## config.mk

```make
export PLATFORM = sky130hd
export DESIGN_NAME = main_control_fsm
export DESIGN_NICKNAME = d
export VERILOG_FILES = /design/src/rtl/riscv_ctrl_pkg.sv /design/src/rtl/main_control_fsm_imm_src_decode.sv /design/src/rtl/main_control_fsm.sv
export SDC_FILE = /design/constraint.sdc
export NUM_CORES = 1
export LEC_CHECK = 0
export CORE_MARGIN = 4
export CORE_UTILIZATION = 47
export CTS_CLUSTER_SIZE = 25
export DETAILED_ROUTE_END_ITERATION = 12
export GPL_TIMING_DRIVEN = 0
export PLACE_DENSITY = 0.85
export SLEW_MARGIN = 10
export SYNTH_ARGS = -nofsm -noshare
export SYNTH_HDL_FRONTEND = slang
export SYNTH_SLANG_ARGS = --single-unit
```

## constraint.sdc

```tcl
create_clock -name clk -period 2.8 [get_ports clk]
set_clock_uncertainty 0.1 [all_clocks]
set_input_delay 0.28 -clock clk [delete_from_list [all_inputs] [get_ports clk]]
set_output_delay 0.28 -clock clk [all_outputs]
set_load 0.02 [all_outputs]
```

## src/rtl/riscv_ctrl_pkg.sv

```systemverilog
// Shared encodings for the multicycle RISC-V main controller and the
// downstream ALU-control decoder: FSM states, opcodes, ALUOp codes,
// datapath mux-select codes and immediate-format codes.
package riscv_ctrl_pkg;

  typedef enum logic [3:0] {
    S_FETCH, S_DECODE, S_MEMADR, S_MEMREAD, S_MEMWB, S_MEMWRITE,
    S_EXECR, S_EXECI, S_ALUWB, S_BEQ, S_JAL, S_ILLEGAL
  } state_e;

  localparam logic [6:0] OP_LW   = 7'b0000011;
  localparam logic [6:0] OP_SW   = 7'b0100011;
  localparam logic [6:0] OP_R    = 7'b0110011;
  localparam logic [6:0] OP_I    = 7'b0010011;
  localparam logic [6:0] OP_BEQ  = 7'b1100011;
  localparam logic [6:0] OP_JAL  = 7'b1101111;

  localparam logic [1:0] ALUOP_ADD   = 2'b00;
  localparam logic [1:0] ALUOP_SUB   = 2'b01;
  localparam logic [1:0] ALUOP_FUNCT = 2'b10;

  localparam logic [1:0] SRCA_PC    = 2'b00;
  localparam logic [1:0] SRCA_OLDPC = 2'b01;
  localparam logic [1:0] SRCA_RS1   = 2'b10;

  localparam logic [1:0] SRCB_RS2   = 2'b00;
  localparam logic [1:0] SRCB_IMM   = 2'b01;
  localparam logic [1:0] SRCB_FOUR  = 2'b10;

  localparam logic [1:0] RES_ALUOUT    = 2'b00;
  localparam logic [1:0] RES_MEMDATA   = 2'b01;
  localparam logic [1:0] RES_ALURESULT = 2'b10;

  localparam logic [1:0] IMM_I = 2'b00;
  localparam logic [1:0] IMM_S = 2'b01;
  localparam logic [1:0] IMM_B = 2'b10;
  localparam logic [1:0] IMM_J = 2'b11;

  // Immediate format per opcode; anything without an immediate of its own
  // (R-type, unknown) falls back to the I format.
  function automatic logic [1:0] imm_src_of(input logic [6:0] op);
    logic [1:0] r;
    r = IMM_I;
    case (op)
      OP_SW:   r = IMM_S;
      OP_BEQ:  r = IMM_B;
      OP_JAL:  r = IMM_J;
      default: r = IMM_I;
    endcase
    return r;
  endfunction

endpackage

```

## src/rtl/main_control_fsm_imm_src_decode.sv

```systemverilog
// imm_src_decode: combinational opcode -> immediate-format select.
//  i_opcode  in  7  instr[6:0]
//  o_imm_src out 2  00 I, 01 S, 10 B, 11 J
module imm_src_decode
  import riscv_ctrl_pkg::*;
(
  input  logic [6:0] i_opcode,
  output logic [1:0] o_imm_src
);
  assign o_imm_src = imm_src_of(i_opcode);
endmodule

```

## src/rtl/main_control_fsm.sv

```systemverilog
// main_control_fsm: multicycle RISC-V main controller (Moore FSM) for
// lw, sw, R-type, I-type ALU, beq and jal, with a retired-instruction counter.
//  clk, reset        clock and synchronous active-high reset
//  opcode, zero      IR opcode and ALU zero flag
//  mem_ready         memory access completes this cycle
//  pc_write..mem_write  datapath enables (all forced low while reset is high)
//  adr_src, result_src, alu_src_a, alu_src_b  datapath mux selects
//  alu_op, fun7_en   ALU-control decoder inputs
//  imm_src           immediate format (combinational from opcode)
//  illegal           sticky unknown-opcode flag
//  instret           retired instruction count, wraps
module main_control_fsm
  import riscv_ctrl_pkg::*;
#(
  parameter int CNT_W = 32
) (
  input  logic             clk,
  input  logic             reset,
  input  logic [6:0]       opcode,
  input  logic             zero,
  input  logic             mem_ready,
  output logic             pc_write,
  output logic             ir_write,
  output logic             reg_write,
  output logic             mem_write,
  output logic             adr_src,
  output logic [1:0]       result_src,
  output logic [1:0]       alu_src_a,
  output logic [1:0]       alu_src_b,
  output logic [1:0]       alu_op,
  output logic             fun7_en,
  output logic [1:0]       imm_src,
  output logic             illegal,
  output logic [CNT_W-1:0] instret
);

  state_e           r_state;
  state_e           w_next;
  logic             w_retire;
  logic [CNT_W-1:0] r_instret;
  logic             r_illegal;

  logic w_pc_update, w_branch, w_ir_write, w_reg_write, w_mem_write;

  imm_src_decode u_imm (
    .i_opcode  (opcode),
    .o_imm_src (imm_src)
  );

  always_comb begin
    w_next = r_state;
    case (r_state)
      S_FETCH:    w_next = mem_ready ? S_DECODE : S_FETCH;
      S_DECODE: begin
        case (opcode)
          OP_LW, OP_SW: w_next = S_MEMADR;
          OP_R:         w_next = S_EXECR;
          OP_I:         w_next = S_EXECI;
          OP_BEQ:       w_next = S_BEQ;
          OP_JAL:       w_next = S_JAL;
          default:      w_next = S_ILLEGAL;
        endcase
      end
      S_MEMADR:   w_next = (opcode == OP_SW) ? S_MEMWRITE : S_MEMREAD;
      S_MEMREAD:  w_next = mem_ready ? S_MEMWB : S_MEMREAD;
      S_MEMWB:    w_next = S_FETCH;
      S_MEMWRITE: w_next = mem_ready ? S_FETCH : S_MEMWRITE;
      S_EXECR:    w_next = S_ALUWB;
      S_EXECI:    w_next = S_ALUWB;
      S_ALUWB:    w_next = S_FETCH;
      S_BEQ:      w_next = S_FETCH;
      S_JAL:      w_next = S_ALUWB;
      S_ILLEGAL:  w_next = S_ILLEGAL;
      default:    w_next = S_FETCH;
    endcase
  end

  // Retire on the last state of every instruction; a stalled FETCH
  // looping on itself is not a retire.
  always_comb begin
    w_retire = 1'b0;
    if (w_next == S_FETCH) begin
      case (r_state)
        S_MEMWB, S_MEMWRITE, S_ALUWB, S_BEQ: w_retire = 1'b1;
        default:                             w_retire = 1'b0;
      endcase
    end
  end

  always_ff @(posedge clk) begin
    if (reset) begin
      r_state   <= S_FETCH;
      r_instret <= '0;
      r_illegal <= 1'b0;
    end else begin
      r_state <= w_next;
      if (w_retire)              r_instret <= r_instret + 1'b1;
      // Flag is raised on entry so it is already visible in ILLEGAL.
      if (w_next == S_ILLEGAL)   r_illegal <= 1'b1;
    end
  end

  // Moore decode from state; FETCH's IR/PC update is qualified by mem_ready
  // so a stalled fetch leaves PC and IR untouched.
  always_comb begin
    w_pc_update = 1'b0;
    w_branch    = 1'b0;
    w_ir_write  = 1'b0;
    w_reg_write = 1'b0;
    w_mem_write = 1'b0;
    adr_src     = 1'b0;
    result_src  = 2'b00;
    alu_src_a   = 2'b00;
    alu_src_b   = 2'b00;
    alu_op      = 2'b00;
    fun7_en     = 1'b0;
    case (r_state)
      S_FETCH: begin
        alu_src_a   = SRCA_PC;
        alu_src_b   = SRCB_FOUR;
        alu_op      = ALUOP_ADD;
        result_src  = RES_ALURESULT;
        w_ir_write  = mem_ready;
        w_pc_update = mem_ready;
      end
      S_DECODE: begin
        alu_src_a = SRCA_OLDPC;
        alu_src_b = SRCB_IMM;
        alu_op    = ALUOP_ADD;
      end
      S_MEMADR: begin
        alu_src_a = SRCA_RS1;
        alu_src_b = SRCB_IMM;
        alu_op    = ALUOP_ADD;
      end
      S_MEMREAD:  adr_src = 1'b1;
      S_MEMWB: begin
        result_src  = RES_MEMDATA;
        w_reg_write = 1'b1;
      end
      S_MEMWRITE: begin
        adr_src     = 1'b1;
        w_mem_write = 1'b1;
      end
      S_EXECR: begin
        alu_src_a = SRCA_RS1;
        alu_src_b = SRCB_RS2;
        alu_op    = ALUOP_FUNCT;
        fun7_en   = 1'b1;
      end
      S_EXECI: begin
        // instr[30] is part of the immediate here, so addi must never decode as sub.
        alu_src_a = SRCA_RS1;
        alu_src_b = SRCB_IMM;
        alu_op    = ALUOP_FUNCT;
      end
      S_ALUWB: begin
        result_src  = RES_ALUOUT;
        w_reg_write = 1'b1;
      end
      S_BEQ: begin
        alu_src_a  = SRCA_RS1;
        alu_src_b  = SRCB_RS2;
        alu_op     = ALUOP_SUB;
        result_src = RES_ALUOUT;
        w_branch   = 1'b1;
      end
      S_JAL: begin
        alu_src_a   = SRCA_OLDPC;
        alu_src_b   = SRCB_FOUR;
        alu_op      = ALUOP_ADD;
        result_src  = RES_ALUOUT;
        w_pc_update = 1'b1;
      end
      default: ;
    endcase
  end

  assign pc_write  = ~reset & (w_pc_update | (w_branch & zero));
  assign ir_write  = ~reset & w_ir_write;
  assign reg_write = ~reset & w_reg_write;
  assign mem_write = ~reset & w_mem_write;
  assign illegal   = r_illegal;
  assign instret   = r_instret;

endmodule

```

## Word level (Yosys, flattened, before mapping)

Cells that the tools add are included.

- Input bits: 11
- Output and inout port bits: 49
- Bits in registers: 37
- Word-level logic and storage cells: 61

- Reductions and logical operators: 12
- Add/subtract/negate cells: 1
- Mux-type cells: 20
- Equal/unequal tests: 18
- Bitwise operators: 7

Operator list:

| kind | count |
|---|---|
| 32-bit by 1-bit adder with 32-bit output (second input constant) | 1 |
| 4-bit case mux with 7 select lines | 1 |
| 4-bit == test (second input constant) | 5 |
| 4-bit case mux with 5 select lines | 1 |
| 4-bit by 3-bit == test with 1-bit output (second input constant) | 4 |
| 2-bit case mux with 2 select lines | 4 |
| 7-bit by 6-bit == test with 1-bit output (second input constant) | 2 |
| 7-bit == test (second input constant) | 2 |
| 2-bit OR reduction | 6 |
| 1-bit two-way mux | 9 |
| 3-bit two-way mux | 3 |
| 4-bit by 2-bit == test with 1-bit output (second input constant) | 2 |
| 4-bit zero test | 2 |
| 4-bit OR reduction | 2 |
| 7-bit by 2-bit == test with 1-bit output (second input constant) | 1 |
| 7-bit by 5-bit == test with 1-bit output (second input constant) | 1 |
| 2-bit case mux with 3 select lines | 1 |
| 3-bit OR reduction | 2 |
| 1-bit bitwise AND | 5 |
| 4-bit by 1-bit == test with 1-bit output (second input constant) | 1 |
| 1-bit case mux with 2 select lines | 1 |
| 1-bit inverter | 1 |
| 1-bit OR | 1 |

## Longest topological paths before layout

Gate-level depths: netlist of the first run.

- Word-level depth: 6
- Gate-level depth with buffers: 9
- Depth with buffers taken out: 5

## By module

Synthesis of the first run repeated with hierarchy kept, for this count alone.

- Cells, all modules: 269
- Area, all modules: 2135.8 µm²

By module, submodules not included:

| module | cells an instance | instances | area an instance (µm²) |
|---|---|---|---|
| main_control_fsm | 263 | 1 | 2092.0 |
| imm_src_decode | 6 | 1 | 43.8 |

## Least setup slack after synthesis of the first run

OpenSTA, ideal clock, no wires.

- Path kind: reg2reg
- Start: register r_instret[16], in the netlist instret[16]
- End: register r_instret[31], in the netlist instret[31]
- Cell stages (with the launch flop): 7
- Path slack: 355 ps
- Path buffers: 1
- Clock period less this slack: 2445 ps
- Arrival time: 2275 ps
- Cells stage by stage: dfxtp_1 nand4_2 or4_1 buf_2 or3_4 or4_1 a21oi_1

- Cells in the longest elaborated chain, start to end: 1

RTL lines:

| what | RTL line | text |
|---|---|---|
| from (decl) | main_control_fsm.sv:40 | `logic [CNT_W-1:0] r_instret;` |
| from (signal assigned) | main_control_fsm.sv:97 | `if (w_retire) r_instret <= r_instret + 1'b1;` |
| 32-bit by 1-bit adder with 32-bit output | main_control_fsm.sv:97 |  |

No other way between the ends.
A chain may end at the register's enable or synchronous reset.

## Worst setup path after layout of the first run

- Start: register r_state[0]
- End: output pc_write

- Cells in the longest elaborated chain, start to end: 5
- Elaborated cells between the ends (all ways): 8
- Classes of those cells: eq/ne: 2; mux: 2; bitwise: 3; reduce/logical: 1

RTL lines:

| what | RTL line | text |
|---|---|---|
| from (decl) | main_control_fsm.sv:37 | `state_e r_state;` |
| from (signal assigned) | main_control_fsm.sv:96 | `r_state <= w_next;` |
| 4-bit == test | main_control_fsm.sv:117 | `case (r_state)` |
| 1-bit two-way mux | main_control_fsm.sv:117 |  |
| 1-bit bitwise AND | main_control_fsm.sv:179 | `assign pc_write = ~reset & (w_pc_update \| (w_branch & zero));` |
| 1-bit OR * | main_control_fsm.sv:179 |  |
| 1-bit bitwise AND * | main_control_fsm.sv:179 |  |
| to (decl) | main_control_fsm.sv:22 | `output logic pc_write,` |

Every way passes the cells marked *; elsewhere a longest branch is shown, timed or not.

==> reports/metrics.csv, run 1 <==
stage;metric;value;unit
synth;synth-main-ff-cell;dfxtp_1;
floorplanning;num_rows;23;
setup_path;critical_path_class;register to output pin;
routing;avgRoutedWirePerCell;14.81;um
floorplanning;core-area;4086;um^2
clocking;cts.sinks;37;
grt;grt_pass1_wl;9542;um
timing;rsz0062_at_grt;false;
power;p_per_area;480.8;nW/um^2
floorplanning;die_w;73.69;um
timing;fin_crit_sh;94.32;%
placement;port_buffers;59;
floorplanning;die-area;5430;um^2
routing;first_pass_iters;4;
clocking;cts_tree;yes;
timing;slew_headroom;69.90;%
setup_path;reg2regPathDepth;9;
routing;vias;2224;
routing;drt-met1-wl;2405;um
synth;synth-seq-cells;37;
cells_and_area;fin_cells;383;
setup_path;crit_fanout;10;
setup_path;end_kind;output pin;
timing;drv_slew;0;
floorplanning;dieHeight;73.69;um
placement;dp_cells;375;
setup_path;r2r_end;instret[19];
synth;synthTopCellsByArea;dfxtp_1 (37%), xnor2_1 (6.9%), a21oi_1 (6.4%);
status;outcome;completed;
synth;synth_area_per_cell;7.625;um^2
synth;yosys-top-cells-count;dfxtp_1 (37), nor2_1 (34), a21oi_1 (26), nand2_1 (18), xnor2_1 (16);
setup_path;rr_startpoint;r_state[1];
cells_and_area;n_fill_cell;361;
grt;grt_pass1_vias;2201;
clocking;clock_latency;0.29;ns
floorplanning;start_util;49.63;%
routing;topRoutingLayerUsed;met4;
synth;yosys.area.top_type;dfxtp_1;
cells_and_area;drive_above_1_share;6.607;%
synth;syn_inst;266;
clocking;ctsLongestPathBuffers;2;
synth;yosys.cell_types.count;42;
placement;gp_congestion;0.8818;
power;irDropWorstVdd;284.8;uV
timing;worst_slack;0.1592;ns
synth;synthArstFlopShare;0;%
placement;pre_cts_slack;-0.005342;ns
synth;post-synth-top-count-cell;dfxtp_1;
cells_and_area;num_antenna_cells;0;
synth;synth.top_cell.area_share;36.52;%
setup_path;cp.arrival;2.26;ns
hold_path;hold_start;illegal;
grt;antenna_found_initial;0;
grt;track_usage;21.95;%
setup_path;r2r_setup_slack;0.25;ns
setup_path;startpoint_type;register;
synth;synth_area;2028;um^2
clocking;post-cts-setup-buffer-count;0;
routing;drtIter0Drc;159;
timing;max_freq;378.7;MHz
clocking;cts-htree-levels;2;
clocking;ctsHoldBuffers;0;
routing;wirelength;5674;um
clocking;cts_root_buf;clkbuf_8;
routing;ant_nets;0;
cells_and_area;final_util;68.59;%
routing;drc_errors;0;
timing;tightest_slew;0.4515;ns
synth;syn_nets;278;
power;leakage;0.8828;nW
power;power.total;1.348;mW
timing;finalHoldViolCount;0;
clocking;clk_pin_slew;0.07;ns
setup_path;critPathCapture;pc_write;
hold_path;hold_path.class;register to register;
floorplanning;ios;60;
timing;setup_viol;0;
setup_path;worstPathRequired;2.42;ns
clocking;numCtsBuffers;5;
synth;yosysWarnings;0;
synth;yosysSeqAreaShare;36.52;%
run;drv_cap;0;
synth;synth_edf_count;0;
grt;grt_max_degree;12;
placement;dp_hpwl;3973;um
timing;holdWs;0.3836;ns
routing;wl_met3;293;um
grt;grt_remaining_overflow;0;
routing;vias_per_cell;5.807;
routing;dr_wl_met2;2900;um
cells_and_area;final_nets;344;
hold_path;hold_path_depth;2;
cells_and_area;syn2layout_area_growth;38.19;%
timing;fin_crit;2.641;ns
setup_path;startpoint;r_state[0];
how the worst min path moves through the flow:
stage                        endpoint  slack, ns
final                         illegal       0.38
after global routing      instret[31]       0.41
after CTS                     illegal       0.39
after detailed placement      illegal       0.37
after global placement        illegal       0.36
after floorplan               illegal       0.43
what timing repair did:
| action | in CTS | in global routing |
|---|---|---|
| resized for setup | 0 | 1 |
| endpoints found under the setup margin | 0 | 1 |
| endpoints found under the hold margin | 0 | 0 |
flip-flops by register name, summed over array words and instances, names as in the netlist:
register	count
r_state	4
instret	32
illegal	1
stage by stage:
stage          instance area (um^2)  setup TNS, ns
2_1_floorplan                  2028              0
3_5_place_dp                   2681      -0.005342
4_1_cts                        2798              0
6_report                       2803              0
3_3_place_gp                   2681              0
5_1_grt                        2803              0
power breakdown:
group	total (mW)	switching (mW)	internal [mW]
logic	0.309	0.179	0.129
registers	0.552	0.0146	0.538
clock network	0.487	0.196	0.291
total	1.35	0.390	0.958
cell type report:
type                            instances  area (um^2)  area share, %
Timing Repair Buffer                   59        590.6          21.07
Tap cell                               50        62.56          2.232
Buffer                                 16        66.31          2.366
Multi-Input combinational cell        200         1177          42.01
Sequential cell                        37        740.7          26.43
Inverter                               13        48.80          1.741
Clock buffer                            7        86.33          3.080
Clock inverter                          1        30.03          1.071
cell usage in the layout, fill, tap and decap left out, types with 2 or more instances in the layout:
master / Yosys / final
clkbuf_8: 0 / 6
nor2b_1: 4 / 4
and3_1: 2 / 2
a21oi_1: 26 / 26
nand4_1: 4 / 4
clkbuf_1: 9 / 10
inv_1: 12 / 12
and4_1: 2 / 2
nand2_1: 18 / 18
nand3_1: 9 / 8
dfxtp_1: 37 / 37
nor3b_1: 2 / 2
or2_2: 3 / 3
nor4_1: 7 / 7
o21a_1: 2 / 2
nor3_1: 11 / 11
clkdlybuf4s50_1: 0 / 59
or3_1: 12 / 12
or4_1: 9 / 9
buf_2: 5 / 5
nor2_1: 34 / 34
buf_1: 2 / 2
xnor2_1: 16 / 16
nand2b_1: 3 / 3
o21ai_0: 13 / 13
o31ai_1: 6 / 6
per-layer routing:
metal  up-vias  global-route usage (%)
met5         -                       0
met4         0                   7.445
met3        14                   5.609
met2        76                   37.80
met1      1055                   26.32
li1       1079                       -
cell families after synthesis:
family          Yosys count  synth area share [%]
flops                    37                 36.52
xor+xnor                 16                 6.909
simple gates            129                 34.85
buf+inv                  29                 5.675
compound gates           54                 15.42
fa+ha+maj                 1                0.6168
critical path, stage by stage (launching register included):
cell and delay, ns:
dfxtp_1 0.42, buf_1 0.39, nor3_1 0.11, and3_1 0.21
or2_2 0.29, clkdlybuf4s50_1 0.54
Note: power is estimated with default switching activity, not from simulation.
==> inputs of run 2 (changes only) <==
Settings changed: CORE_UTILIZATION 47 to 51, GPL_TIMING_DRIVEN 0 to unset, PLACE_DENSITY 0.85 to 0.94.
Clock period 2.8 ns to 3.1 ns, I/O delays scaled along.
==> reports/metrics.csv, run 2 (synthesized netlist as in run 1, its figures left out) <==
stage;metric;value;unit;change
status;outcome;completed;;
clocking;clk_pin_slew;0.07;ns;about the same
timing;worst_slack;0.5180;ns;+0.3588 ns
cells_and_area;drive_above_1_share;6.542;%;-0.065 points
routing;vias_per_cell;5.645;;-2.8%
timing;fin_crit_sh;83.29;%;
timing;finalHoldViolCount;0;;unchanged
setup_path;worstPathCellList;nand2b_4, o21a_1, or4_1, or4b_1, a21oi_1;;
cells_and_area;final_cell_area;2754;um^2;-1.7%
grt;grt_pass1_vias;1894;;-14%
placement;dp_cells;362;;-3.5%
placement;port_buffers;59;;unchanged
floorplanning;start_util;54.18;%;+4.5 points
grt;grt_max_degree;24;;+12
setup_path;cp.arrival;2.71;ns;+0.45 ns
hold_path;hold_path.class;register to register;;
routing;drtIter0Drc;206;;+30%
timing;drv_slew;0;;unchanged
timing;setup_viol;0;;unchanged
floorplanning;die_w;71.06;um;-3.6%
floorplanning;ios;60;;unchanged
grt;antenna_found_initial;0;;unchanged
timing;fin_crit;2.582;ns;
power;leakage;0.8746;nW;-0.93%
setup_path;max_stage_delay;0.76;ns;+0.22 ns
setup_path;worstPathRequired;3.23;ns;+0.81 ns
routing;drc_errors;0;;unchanged
cells_and_area;final_util;73.56;%;+5.0 points
routing;vias;2083;;-6.3%
grt;grt_remaining_overflow;0;;unchanged
timing;max_freq;387.3;MHz;
routing;ant_nets;0;;unchanged
clocking;cts_tree;yes;;
power;intPower;0.8387;mW;-12%
power;swShare;28.81;%;-0.13 points
placement;dp_hpwl;3632;um;-8.6%
setup_path;startpoint_type;register;;
timing;tns;0;ns;unchanged
floorplanning;num_rows;22;;-4.3%
setup_path;crit_fanout;17;;+7
power;power.total;1.178;mW;-13%
cells_and_area;seqCellArea;740.7;um^2;unchanged
clocking;cts_root_buf;clkbuf_8;;
placement;pre_cts_slack;0.3693;ns;+0.3746 ns
power;clockPowerShare;34.3;%;-1.8 points
cells_and_area;fin_cells;369;;-3.7%
power;p_seq_share;42.2;%;+1.2 points
clocking;ctsHoldBuffers;0;;unchanged
cells_and_area;syn2layout_area_growth;35.78;%;
power;p_switching;0.3393;mW;-13%
cells_and_area;num_antenna_cells;0;;unchanged
setup_path;end_kind;register;;
timing;tightest_slew;0.4691;ns;+0.01761 ns
power;comb_power_share;23.5;%;+0.6 points
grt;grt_pass1_wl;8424;um;-12%
timing;slew_headroom;68.68;%;-1.2 points
clocking;numCtsBuffers;5;;unchanged
clocking;cts.sinks;37;;unchanged
routing;first_pass_iters;4;;unchanged
cells_and_area;n_fill_cell;291;;-19%
power;irDropWorstVdd;442.3;uV;+55%
cells_and_area;final_nets;333;;-3.2%
cells_and_area;final_cell_mix;clkdlybuf4s50_1 (59), dfxtp_1 (37), nor2_1 (34), a21oi_1 (26), nand2_1 (18);;
routing;avgRoutedWirePerCell;13.75;um;-7.2%
cells_and_area;largest_register_ff_count;32;;unchanged
placement;dpl_cell_area;2650;um^2;-1.2%
cells_and_area;multi_input_area;1172;um^2;-0.43%
floorplanning;dieHeight;71.06;um;-3.6%
cells_and_area;final_common_cell;clkdlybuf4s50_1;;
floorplanning;core-area;3744;um^2;-8.4%
clocking;post-cts-setup-buffer-count;0;;unchanged
power;p_per_area;427.8;nW/um^2;-11%
placement;gp_congestion;0.8965;;+1.7%
clocking;ctsLongestPathBuffers;2;;unchanged
setup_path;cp_slowest_cell;or4_1;;
clocking;cts-htree-levels;2;;unchanged
timing;rsz0062_at_grt;false;;
clocking;clock_latency;0.29;ns;about the same
timing;holdWs;0.3885;ns;+0.004945 ns
routing;wirelength;5072;um;-11%
clocking;cts_resized;0;;unchanged
grt;track_usage;20.19;%;-1.8 points
run;drv_cap;0;;unchanged
floorplanning;die-area;5050;um^2;-7.0%
setup_path;critical_path_class;register to register;;
## run 2: cell types whose count changed in the layout (fill, tap and decap cells not counted)
cell      delta
clkinv_2     +1
buf_4        +5
clkbuf_8     -1
clkbuf_1    -10
nand3_2      -1
nand3_1      +1
buf_1        -2
buf_2        -5
## run 2: area by class of cell
type                            instances  share of cell area [%]
Sequential cell                        37                   26.90
Inverter                               13                   1.772
Timing Repair Buffer                   64                   22.81
Multi-Input combinational cell        200                   42.57
Clock buffer                            5                   2.499
Clock inverter                          2                   1.272
Tap cell                               48                   2.181
## run 2: critical path: cells and delay by family, from the launching register on
family             cells  cell delay, ns
AOI/OAI and AO/OA      2            0.37
and+or+nand+nor        3            1.43
DFF                    1            0.61
## run 2: worst paths after layout
path | from | endpoint | slack (ns) | depth (start not counted)
worst max register to register | r_state[2] | instret[21] | 0.52 | 5
worst min-delay path | instret[31] | instret[31] | 0.39 | 2
worst min register to register | instret[31] | instret[31] | 0.39 | 2
worst max-delay path | r_state[2] | instret[21] | 0.52 | 5
## run 2: power by group through the flow
stage | registers (mW) | clock network, mW | logic (mW)
CTS | 0.497 | 0.411 | 0.276
detailed placement | 0.508 | 0 | 0.274
finish | 0.497 | 0.404 | 0.277
global placement | 0.508 | 0 | 0.270
floorplan | 0.510 | 0 | 0.166
global route | 0.499 | 0.433 | 0.300
## run 2: layer usage
layer  global-route usage (%)  vias to the layer above  share of wire (%)
li1                         -                     1059                  -
met1                    27.30                      937                 44
met2                    31.00                       83                 47
met3                    5.682                        4                7.5
met4                    6.472                        0               0.69
met5                        0                        -                  0
